`config.mk`:
```
export PLATFORM = sky130hd
export DESIGN_NAME = ex_stage_flat
export DESIGN_NICKNAME = d
export VERILOG_FILES = /design/src/rtl/proc_pkg.sv /design/src/rtl/ex_stage_if.sv /design/src/rtl/ex_alu.sv /design/src/rtl/ex_stage.sv /design/src/flat_wrapper.sv
export SDC_FILE = /design/constraint.sdc
export NUM_CORES = 2
export LEC_CHECK = 0
export ABC_AREA = 1
export CORE_MARGIN = 5
export CORE_UTILIZATION = 65
export CTS_BUF_LIST = sky130_fd_sc_hd__clkbuf_2
export DETAILED_ROUTE_END_ITERATION = 10
export DONT_BUFFER_PORTS = 1
export PLACE_DENSITY = 0.81
export RECOVER_POWER = 25
export SLEW_MARGIN = 20
export SYNTH_ARGS = -nofsm -noshare
export SYNTH_HDL_FRONTEND = slang
export SYNTH_HIERARCHICAL = 1
export SYNTH_SLANG_ARGS = --single-unit
```
`constraint.sdc`:
```
create_clock -name clock -period 8.6 [get_ports clock]
set_input_delay 2.58 -clock clock [delete_from_list [all_inputs] [get_ports clock]]
set_output_delay 2.58 -clock clock [all_outputs]
set_load 0.01 [all_outputs]
```
`src/rtl/proc_pkg.sv`:
```
// Shared definitions for the 4-bit-opcode pipeline.
// Holds opcode encodings, immediate extension helpers and the writeback predicate.
package proc_pkg;

  localparam logic [3:0] OP_HLT = 4'b0000;
  localparam logic [3:0] OP_MOV = 4'b0001;
  localparam logic [3:0] OP_MVI = 4'b0010;
  localparam logic [3:0] OP_LOD = 4'b0011;
  localparam logic [3:0] OP_STR = 4'b0100;
  localparam logic [3:0] OP_ADD = 4'b0101;
  localparam logic [3:0] OP_SUB = 4'b0110;
  localparam logic [3:0] OP_MUL = 4'b0111;
  localparam logic [3:0] OP_AND = 4'b1000;
  localparam logic [3:0] OP_ORR = 4'b1001;
  localparam logic [3:0] OP_NOT = 4'b1010;
  localparam logic [3:0] OP_LES = 4'b1011;
  localparam logic [3:0] OP_GTR = 4'b1100;
  localparam logic [3:0] OP_JEZ = 4'b1101;
  localparam logic [3:0] OP_JNZ = 4'b1110;
  localparam logic [3:0] OP_JMP = 4'b1111;

  typedef enum logic [1:0] {
    MUL_IDLE,
    MUL_BUSY,
    MUL_DONE
  } mul_state_e;

  function automatic logic [31:0] sext(input logic [15:0] imm);
    return {{16{imm[15]}}, imm};
  endfunction

  function automatic logic [31:0] zext(input logic [15:0] imm);
    return {16'b0, imm};
  endfunction

  // MOV, MVI, LOD and the contiguous ADD..GTR block write a register.
  function automatic logic is_reg_write(input logic [3:0] op);
    return (op == OP_MOV) || (op == OP_MVI) || (op == OP_LOD) ||
           ((op >= OP_ADD) && (op <= OP_GTR));
  endfunction

endpackage

```
`src/rtl/ex_stage_if.sv`:
```
// Decode-to-execute-to-memory bundle. The decode side drives id_* and mem_stall
// (master); the execute stage consumes them and drives the ex_* results (slave).
interface ex_stage_if #(
  parameter int DATA_W = 32
);
  logic              id_valid;
  logic [3:0]        id_opcode;
  logic [DATA_W-1:0] id_pc;
  logic [3:0]        id_rd_idx;
  logic [DATA_W-1:0] id_rdest;
  logic [DATA_W-1:0] id_ra;
  logic [DATA_W-1:0] id_rb;
  logic [15:0]       id_immediate;
  logic              mem_stall;

  logic              ex_stall;
  logic              ex_valid;
  logic [3:0]        ex_opcode;
  logic [3:0]        ex_rd_idx;
  logic [DATA_W-1:0] ex_alu_result;
  logic [DATA_W-1:0] ex_store_data;
  logic              ex_reg_write;
  logic              branch_taken;
  logic [DATA_W-1:0] branch_target;
  logic              halted;

  modport master (
    output id_valid, id_opcode, id_pc, id_rd_idx, id_rdest, id_ra, id_rb,
           id_immediate, mem_stall,
    input  ex_stall, ex_valid, ex_opcode, ex_rd_idx, ex_alu_result,
           ex_store_data, ex_reg_write, branch_taken, branch_target, halted
  );

  modport slave (
    input  id_valid, id_opcode, id_pc, id_rd_idx, id_rdest, id_ra, id_rb,
           id_immediate, mem_stall,
    output ex_stall, ex_valid, ex_opcode, ex_rd_idx, ex_alu_result,
           ex_store_data, ex_reg_write, branch_taken, branch_target, halted
  );
endinterface

```
`src/rtl/ex_alu.sv`:
```
// Combinational ALU for every single-cycle opcode; MUL, HLT and branches yield 0 here.
module ex_alu import proc_pkg::*; #(
  parameter int DATA_W = 32
) (
  input  logic [3:0]        opcode_i,
  input  logic [DATA_W-1:0] ra_i,
  input  logic [DATA_W-1:0] rb_i,
  input  logic [15:0]       imm_i,
  output logic [DATA_W-1:0] result_o
);

  logic [DATA_W-1:0] immSext;

  assign immSext = DATA_W'(sext(imm_i));

  // LES/GTR are unsigned compares zero-extended to a full word.
  always_comb begin
    result_o = '0;
    case (opcode_i)
      OP_MOV:         result_o = ra_i;
      OP_MVI:         result_o = immSext;
      OP_LOD, OP_STR: result_o = ra_i + immSext;
      OP_ADD:         result_o = ra_i + rb_i;
      OP_SUB:         result_o = ra_i - rb_i;
      OP_AND:         result_o = ra_i & rb_i;
      OP_ORR:         result_o = ra_i | rb_i;
      OP_NOT:         result_o = ~ra_i;
      OP_LES:         result_o = DATA_W'(ra_i < rb_i);
      OP_GTR:         result_o = DATA_W'(ra_i > rb_i);
      default:        result_o = '0;
    endcase
  end

endmodule

```
`src/rtl/ex_stage.sv`:
```
// Execute stage: single-cycle ALU path, multi-cycle MUL sequencer that stalls decode,
// branch resolution with a post-branch squash window, and a sticky halt.
module ex_stage import proc_pkg::*; #(
  parameter int DATA_W        = 32,
  parameter int MUL_CYCLES    = 3,
  parameter int BRANCH_SHADOW = 1
) (
  input logic       clock,
  input logic       reset_n,
  ex_stage_if.slave bus
);

  localparam int CNT_W = (MUL_CYCLES > 1) ? $clog2(MUL_CYCLES) : 1;
  localparam int SQ_W  = (BRANCH_SHADOW > 0) ? $clog2(BRANCH_SHADOW + 1) : 1;

  mul_state_e        state_q, state_d;
  logic [CNT_W-1:0]  cnt_q, cnt_d;
  logic [SQ_W-1:0]   squash_q, squash_d;
  logic              halted_q, halted_d;
  logic [DATA_W-1:0] mulA_q, mulA_d;
  logic [DATA_W-1:0] mulB_q, mulB_d;
  logic [3:0]        mulRd_q, mulRd_d;

  logic              valid_q, valid_d;
  logic [3:0]        opcode_q, opcode_d;
  logic [3:0]        rd_q, rd_d;
  logic [DATA_W-1:0] result_q, result_d;
  logic [DATA_W-1:0] store_q, store_d;
  logic              regWr_q, regWr_d;
  logic              brTaken_q, brTaken_d;
  logic [DATA_W-1:0] brTarget_q, brTarget_d;

  logic [DATA_W-1:0] aluResult;
  logic              exStall, accept, drop, issue, brCond, isMul;

  ex_alu #(.DATA_W(DATA_W)) u_alu (
    .opcode_i (bus.id_opcode),
    .ra_i     (bus.id_ra),
    .rb_i     (bus.id_rb),
    .imm_i    (bus.id_immediate),
    .result_o (aluResult)
  );

  assign exStall = (state_q == MUL_BUSY);
  assign accept  = bus.id_valid & ~bus.mem_stall & ~exStall & ~halted_q;
  assign drop    = accept & (squash_q != '0);
  assign issue   = accept & ~drop;
  assign isMul   = (bus.id_opcode == OP_MUL);

  always_comb begin
    brCond = 1'b0;
    case (bus.id_opcode)
      OP_JMP:  brCond = 1'b1;
      OP_JEZ:  brCond = (bus.id_rdest == '0);
      OP_JNZ:  brCond = (bus.id_rdest != '0);
      default: brCond = 1'b0;
    endcase
  end

  // Under mem_stall everything holds except the redirect, which is a single pulse.
  // Otherwise an idle cycle clears the outputs so stale results never look valid.
  always_comb begin
    state_d    = state_q;
    cnt_d      = cnt_q;
    squash_d   = squash_q;
    halted_d   = halted_q;
    mulA_d     = mulA_q;
    mulB_d     = mulB_q;
    mulRd_d    = mulRd_q;
    valid_d    = valid_q;
    opcode_d   = opcode_q;
    rd_d       = rd_q;
    result_d   = result_q;
    store_d    = store_q;
    regWr_d    = regWr_q;
    brTaken_d  = 1'b0;
    brTarget_d = '0;

    if (!bus.mem_stall) begin
      valid_d  = 1'b0;
      opcode_d = '0;
      rd_d     = '0;
      result_d = '0;
      store_d  = '0;
      regWr_d  = 1'b0;

      if (state_q == MUL_BUSY) begin
        if (cnt_q == CNT_W'(1)) begin
          state_d  = MUL_DONE;
          cnt_d    = '0;
          valid_d  = 1'b1;
          opcode_d = OP_MUL;
          rd_d     = mulRd_q;
          result_d = mulA_q * mulB_q;
          regWr_d  = 1'b1;
        end else begin
          cnt_d = cnt_q - CNT_W'(1);
        end
      end else begin
        state_d = MUL_IDLE;
        if (drop) begin
          squash_d = squash_q - SQ_W'(1);
        end else if (issue) begin
          if (isMul && (MUL_CYCLES > 1)) begin
            state_d = MUL_BUSY;
            cnt_d   = CNT_W'(MUL_CYCLES - 1);
            mulA_d  = bus.id_ra;
            mulB_d  = bus.id_rb;
            mulRd_d = bus.id_rd_idx;
          end else begin
            valid_d  = 1'b1;
            opcode_d = bus.id_opcode;
            rd_d     = bus.id_rd_idx;
            result_d = isMul ? bus.id_ra * bus.id_rb : aluResult;
            store_d  = (bus.id_opcode == OP_STR) ? bus.id_rdest : '0;
            regWr_d  = is_reg_write(bus.id_opcode);
            if (bus.id_opcode == OP_HLT) begin
              halted_d = 1'b1;
            end
            if (brCond) begin
              brTaken_d  = 1'b1;
              brTarget_d = DATA_W'(zext(bus.id_immediate));
              squash_d   = SQ_W'(BRANCH_SHADOW);
            end
          end
        end
      end
    end
  end

  always_ff @(posedge clock or negedge reset_n) begin
    if (!reset_n) begin
      state_q    <= MUL_IDLE;
      cnt_q      <= '0;
      squash_q   <= '0;
      halted_q   <= 1'b0;
      mulA_q     <= '0;
      mulB_q     <= '0;
      mulRd_q    <= '0;
      valid_q    <= 1'b0;
      opcode_q   <= '0;
      rd_q       <= '0;
      result_q   <= '0;
      store_q    <= '0;
      regWr_q    <= 1'b0;
      brTaken_q  <= 1'b0;
      brTarget_q <= '0;
    end else begin
      state_q    <= state_d;
      cnt_q      <= cnt_d;
      squash_q   <= squash_d;
      halted_q   <= halted_d;
      mulA_q     <= mulA_d;
      mulB_q     <= mulB_d;
      mulRd_q    <= mulRd_d;
      valid_q    <= valid_d;
      opcode_q   <= opcode_d;
      rd_q       <= rd_d;
      result_q   <= result_d;
      store_q    <= store_d;
      regWr_q    <= regWr_d;
      brTaken_q  <= brTaken_d;
      brTarget_q <= brTarget_d;
    end
  end

  assign bus.ex_stall      = exStall;
  assign bus.ex_valid      = valid_q;
  assign bus.ex_opcode     = opcode_q;
  assign bus.ex_rd_idx     = rd_q;
  assign bus.ex_alu_result = result_q;
  assign bus.ex_store_data = store_q;
  assign bus.ex_reg_write  = regWr_q;
  assign bus.branch_taken  = brTaken_q;
  assign bus.branch_target = brTarget_q;
  assign bus.halted        = halted_q;

endmodule
```
`src/flat_wrapper.sv`:
```
// flat-port wrapper written by rule: the top's interface ports become plain ports
module ex_stage_flat import proc_pkg::*;
#(
  parameter int DATA_W        = 32,
  parameter int MUL_CYCLES    = 3,
  parameter int BRANCH_SHADOW = 1
)
  (clock, reset_n, bus_id_valid, bus_id_opcode, bus_id_pc, bus_id_rd_idx, bus_id_rdest, bus_id_ra, bus_id_rb, bus_id_immediate, bus_mem_stall, bus_ex_stall, bus_ex_valid, bus_ex_opcode, bus_ex_rd_idx, bus_ex_alu_result, bus_ex_store_data, bus_ex_reg_write, bus_branch_taken, bus_branch_target, bus_halted);
  ex_stage_if #(.DATA_W(DATA_W)) bus_i ();
  input logic clock;
  input logic reset_n;
  input wire logic [$bits(bus_i.id_valid)-1:0] bus_id_valid;
  input wire logic [$bits(bus_i.id_opcode)-1:0] bus_id_opcode;
  input wire logic [$bits(bus_i.id_pc)-1:0] bus_id_pc;
  input wire logic [$bits(bus_i.id_rd_idx)-1:0] bus_id_rd_idx;
  input wire logic [$bits(bus_i.id_rdest)-1:0] bus_id_rdest;
  input wire logic [$bits(bus_i.id_ra)-1:0] bus_id_ra;
  input wire logic [$bits(bus_i.id_rb)-1:0] bus_id_rb;
  input wire logic [$bits(bus_i.id_immediate)-1:0] bus_id_immediate;
  input wire logic [$bits(bus_i.mem_stall)-1:0] bus_mem_stall;
  output wire logic [$bits(bus_i.ex_stall)-1:0] bus_ex_stall;
  output wire logic [$bits(bus_i.ex_valid)-1:0] bus_ex_valid;
  output wire logic [$bits(bus_i.ex_opcode)-1:0] bus_ex_opcode;
  output wire logic [$bits(bus_i.ex_rd_idx)-1:0] bus_ex_rd_idx;
  output wire logic [$bits(bus_i.ex_alu_result)-1:0] bus_ex_alu_result;
  output wire logic [$bits(bus_i.ex_store_data)-1:0] bus_ex_store_data;
  output wire logic [$bits(bus_i.ex_reg_write)-1:0] bus_ex_reg_write;
  output wire logic [$bits(bus_i.branch_taken)-1:0] bus_branch_taken;
  output wire logic [$bits(bus_i.branch_target)-1:0] bus_branch_target;
  output wire logic [$bits(bus_i.halted)-1:0] bus_halted;
  assign bus_i.id_valid = bus_id_valid;
  assign bus_i.id_opcode = bus_id_opcode;
  assign bus_i.id_pc = bus_id_pc;
  assign bus_i.id_rd_idx = bus_id_rd_idx;
  assign bus_i.id_rdest = bus_id_rdest;
  assign bus_i.id_ra = bus_id_ra;
  assign bus_i.id_rb = bus_id_rb;
  assign bus_i.id_immediate = bus_id_immediate;
  assign bus_i.mem_stall = bus_mem_stall;
  assign bus_ex_stall = bus_i.ex_stall;
  assign bus_ex_valid = bus_i.ex_valid;
  assign bus_ex_opcode = bus_i.ex_opcode;
  assign bus_ex_rd_idx = bus_i.ex_rd_idx;
  assign bus_ex_alu_result = bus_i.ex_alu_result;
  assign bus_ex_store_data = bus_i.ex_store_data;
  assign bus_ex_reg_write = bus_i.ex_reg_write;
  assign bus_branch_taken = bus_i.branch_taken;
  assign bus_branch_target = bus_i.branch_target;
  assign bus_halted = bus_i.halted;
  ex_stage #(.DATA_W(DATA_W), .MUL_CYCLES(MUL_CYCLES), .BRANCH_SHADOW(BRANCH_SHADOW)) u_core (.clock(clock), .reset_n(reset_n), .bus(bus_i));
endmodule
```
==> impl_metrics.csv <==
group,metric,value,unit
critical_path,endpoint_kind,"register",
critical_path,rr_worst_depth,22,
pwr,swShare,0.3950,
global_routing,antenna_found_initial,0,
min_path,min_from,"u_core/squash_q",
routing,drc,0,
critical_path,critical_path.most_common_cell,"fa_1",
logic_synthesis,synth_top_family_by_area,"adder cells",
pwr,power,1.715,mW
sta,worstMarginPinSlew,1.097,ns
critical_path,slowest_delay,0.88,ns
logic_synthesis,yosys.area.top_type,"fa_1",
floorplanning,start_util,0.6520,
critical_path,r2r-start,"u_core/mulB_q[3]",
routing,drt-met1-wl,36.02,mm
pwr,max-vdd-ir-drop,0.1222,mV
sta,tns,0,ns
sta,finalCriticalPeriod,7.423,ns
critical_path,cp_top_family,"adder cells",
logic_synthesis,synthAdderAreaFrac,0.3689,
critical_path,path_buf_inv,7,
sta,whs,0.4821,ns
logic_synthesis,synth-seq-cells,165,
place,gp_congestion,1.056,
logic_synthesis,syn_area_per_cell,7.103,um^2
floorplanning,die_w,228.2,um
logic_synthesis,ys_top_cells_by_area,"fa_1, nand2_1, inv_1, dfrtp_1, ha_1",
logic_synthesis,synth_top_area_share,0.2653,
finish,drive_above_1_share,0.04764,
place,place_area,31200,um^2
pwr,p_clk_frac,0.258,
floorplanning,core,47450,um^2
clock_network,root_buffer,"clkbuf_2",
logic_synthesis,async_flop_share,1.000,
finish,antennaDiodeCount,0,
clock_network,post_cts_buffers,0,
critical_path,worstPathArrival,8.16,ns
clock_network,h-tree-depth,4,
critical_path,cp-start-kind,"register",
logic_synthesis,synth_edf_count,0,
logic_synthesis,syn-cell-area,30930,um^2
logic_synthesis,synth-xor-area-share,0.006512,
logic_synthesis,yosysWarnings,6,
global_routing,grt_pass1_wl,144.7,mm
routing,drt-vias-per-instance,5.558,
routing,wl_met3,8.994,mm
outcome,status,"finished clean",
pwr,seq_power_share,0.463,
routing,drtPass1Iterations,6,
pwr,leakagePower,19.54,nW
routing,vias,27100,
logic_synthesis,synth_compound_area_frac,0.07515,
clock_network,cts_tree,"done",
floorplanning,pin_count,265,
sta,slew_viol_final,0,
sta,final_hold_viol_count,0,
clock_network,clock_latency,0.84,ns
logic_synthesis,synthFlopType,"dfrtp_1",
clock_network,cts_buffers,17,
critical_path,crit_type,"register to register",
critical_path,reg2reg_slack,1.18,ns
finish,final_area,31460,um^2
routing,drtAntennaViolNets,0,
clock_network,cts_max_path_buffers,2,
global_routing,grt_usage,0.3478,
sta,skew,0.06232,ns
logic_synthesis,synth.distinct_cells,54,
logic_synthesis,yosys.area_share.simple,0.2258,
clock_network,cts.sinks,165,
min_path,hold_end,"u_core/bus.halted",
floorplanning,rows,80,
sta,final-setup-viol-count,0,
routing,drt_iter0_drc,2348,
critical_path,required,9.34,ns
routing,wirelength,90.90,mm
routing,top_layer_used,"met4",
finish,area_growth,1.715,%
finish,layout_commonest_cell,"nand2_1",
routing,wl_met2,41.74,mm
sta,rsz0062_at_grt,"false",
pwr,powerDensity,54.52,nW/um^2
clock_network,path_clk_slew,0.33,ns
floorplanning,die_h,228.2,um
routing,wl_per_cell,18.64,um
critical_path,cp_slowest_cell,"dfrtp_1",
pwr,internal_power,1.038,mW
pwr,power_switching,0.6776,mW
place,io_buffers,0,
finish,nets,5070,
clock_network,holdBufCountCts,0,
global_routing,grt_overflow_total,0,
critical_path,critPathMaxFanout,16,
logic_synthesis,synth.mux.area_fraction,0.02403,
pwr,comb_power_share,0.279,
place,dpl.hpwl,74.96,mm
critical_path,crit_chain,"buf_4 > nand2_1 > fa_1 > inv_1 > fa_1 > inv_1 > fa_1 > inv_1 > fa_1 > fa_1 > inv_1 > fa_1 > inv_1 > fa_1 > fa_1 > ha_1 > inv_1 > nor3_1 > nand4_1 > o2111a_1 > a21oi_1 > o21ai_0",
logic_synthesis,synth_cells,4355,
run,drv_cap,0,
critical_path,cp.depth,22,
floorplanning,die-area,52050,um^2
min_path,min_path_cells,1,
global_routing,grt_pass1_vias,27210,
clock_network,cts_resized,0,
sta,max_slew_margin,0.2665,
logic_synthesis,ys_seq_area_frac,0.1335,
min_path,hp-class,"register to register",
sta,fin_crit_sh,0.8631,
finish,final_cell_mix,"nand2_1, inv_1, fa_1, ha_1, nand3_1",
critical_path,r2r_end,"u_core/bus.ex_alu_result[30]",
global_routing,grt_max_degree,166,
sta,fmax,134.7,MHz
-- routing by layer --
metal / vias to the layer above / global-route usage
met3: 197 / 0.06876
met2: 1272 / 0.5646
li1: 12690 / -
met4: 0 / 0.1344
met5: - / 0
met1: 12950 / 0.4655
-- layout make-up --
cell class,count,area (um^2)
inverter,1148,4309
fill,4260,15980
tap,615,769.5
sequential,165,4131
clock buffer,17,85.08
multi-input combinational,2882,21730
clock inverter,15,178.9
timing repair buffer,34,255.2
-- Yosys cell counts (25+ instances only) --
| master | instances |
|---|---|
| nand3_1 | 195 |
| a211oi_1 | 32 |
| buf_2 | 37 |
| nand4_1 | 25 |
| nor2_1 | 162 |
| inv_1 | 1130 |
| ha_1 | 256 |
| a21oi_1 | 140 |
| dfrtp_1 | 165 |
| fa_1 | 410 |
| o21ai_0 | 161 |
| nand2_1 | 1208 |
| buf_4 | 29 |
| clkbuf_1 | 96 |
| mux2_2 | 66 |
| o22ai_1 | 30 |
-- worst max path at each step --
stage | start | to
after global routing | u_core/mulB_q[3] | u_core/bus.ex_alu_result[26]
after detailed placement | u_core/mulB_q[6] | u_core/bus.ex_alu_result[26]
after global placement | u_core/mulB_q[6] | u_core/bus.ex_alu_result[26]
after CTS | u_core/mulB_q[3] | u_core/bus.ex_alu_result[30]
final | u_core/mulB_q[3] | u_core/bus.ex_alu_result[30]
after floorplan | u_core/mulB_q[6] | u_core/bus.ex_alu_result[29]
-- flip-flops by register name, summed over array words and instances, names as in the netlist, 2 cells and up --
signal                    cells
u_core/cnt_q                  2
u_core/bus.ex_alu_result     32
u_core/bus.branch_target     16
u_core/mulB_q                32
u_core/bus.ex_rd_idx          4
u_core/bus.ex_store_data     32
u_core/state_q                2
u_core/bus.ex_opcode          4
u_core/mulA_q                32
u_core/mulRd_q                4
-- logic make-up after synthesis --
logic type	Yosys count
AOI/OAI and AO/OA	415
adders and majority gates	666
DFF	165
xor gates and xnor gates	23
muxes	66
and+or+nand+nor	1696
other	1
buffers and inverters	1323
-- per-stage QoR --
step | util | cells | setup WS, ns
after floorplan | - | 4370 | 2.172
final | 0.6632 | 4876 | 1.177
after detailed placement | 0.6575 | 4844 | 1.283
after CTS | 0.6631 | 4876 | 1.234
after global routing | 0.6632 | 4876 | 0.9167
after global placement | 0.6575 | 4844 | 1.298
-- power by group through the flow --
stage                     Clock (mW)  Sequential [mW]  Combinational, mW
after detailed placement           0            0.807              0.464
final                          0.442            0.795              0.479
after global placement             0            0.807              0.459
after floorplan                    0            0.802              0.355
after global routing           0.491            0.795              0.530
after CTS                      0.453            0.795              0.466
Power figures use the tool's default switching activity.
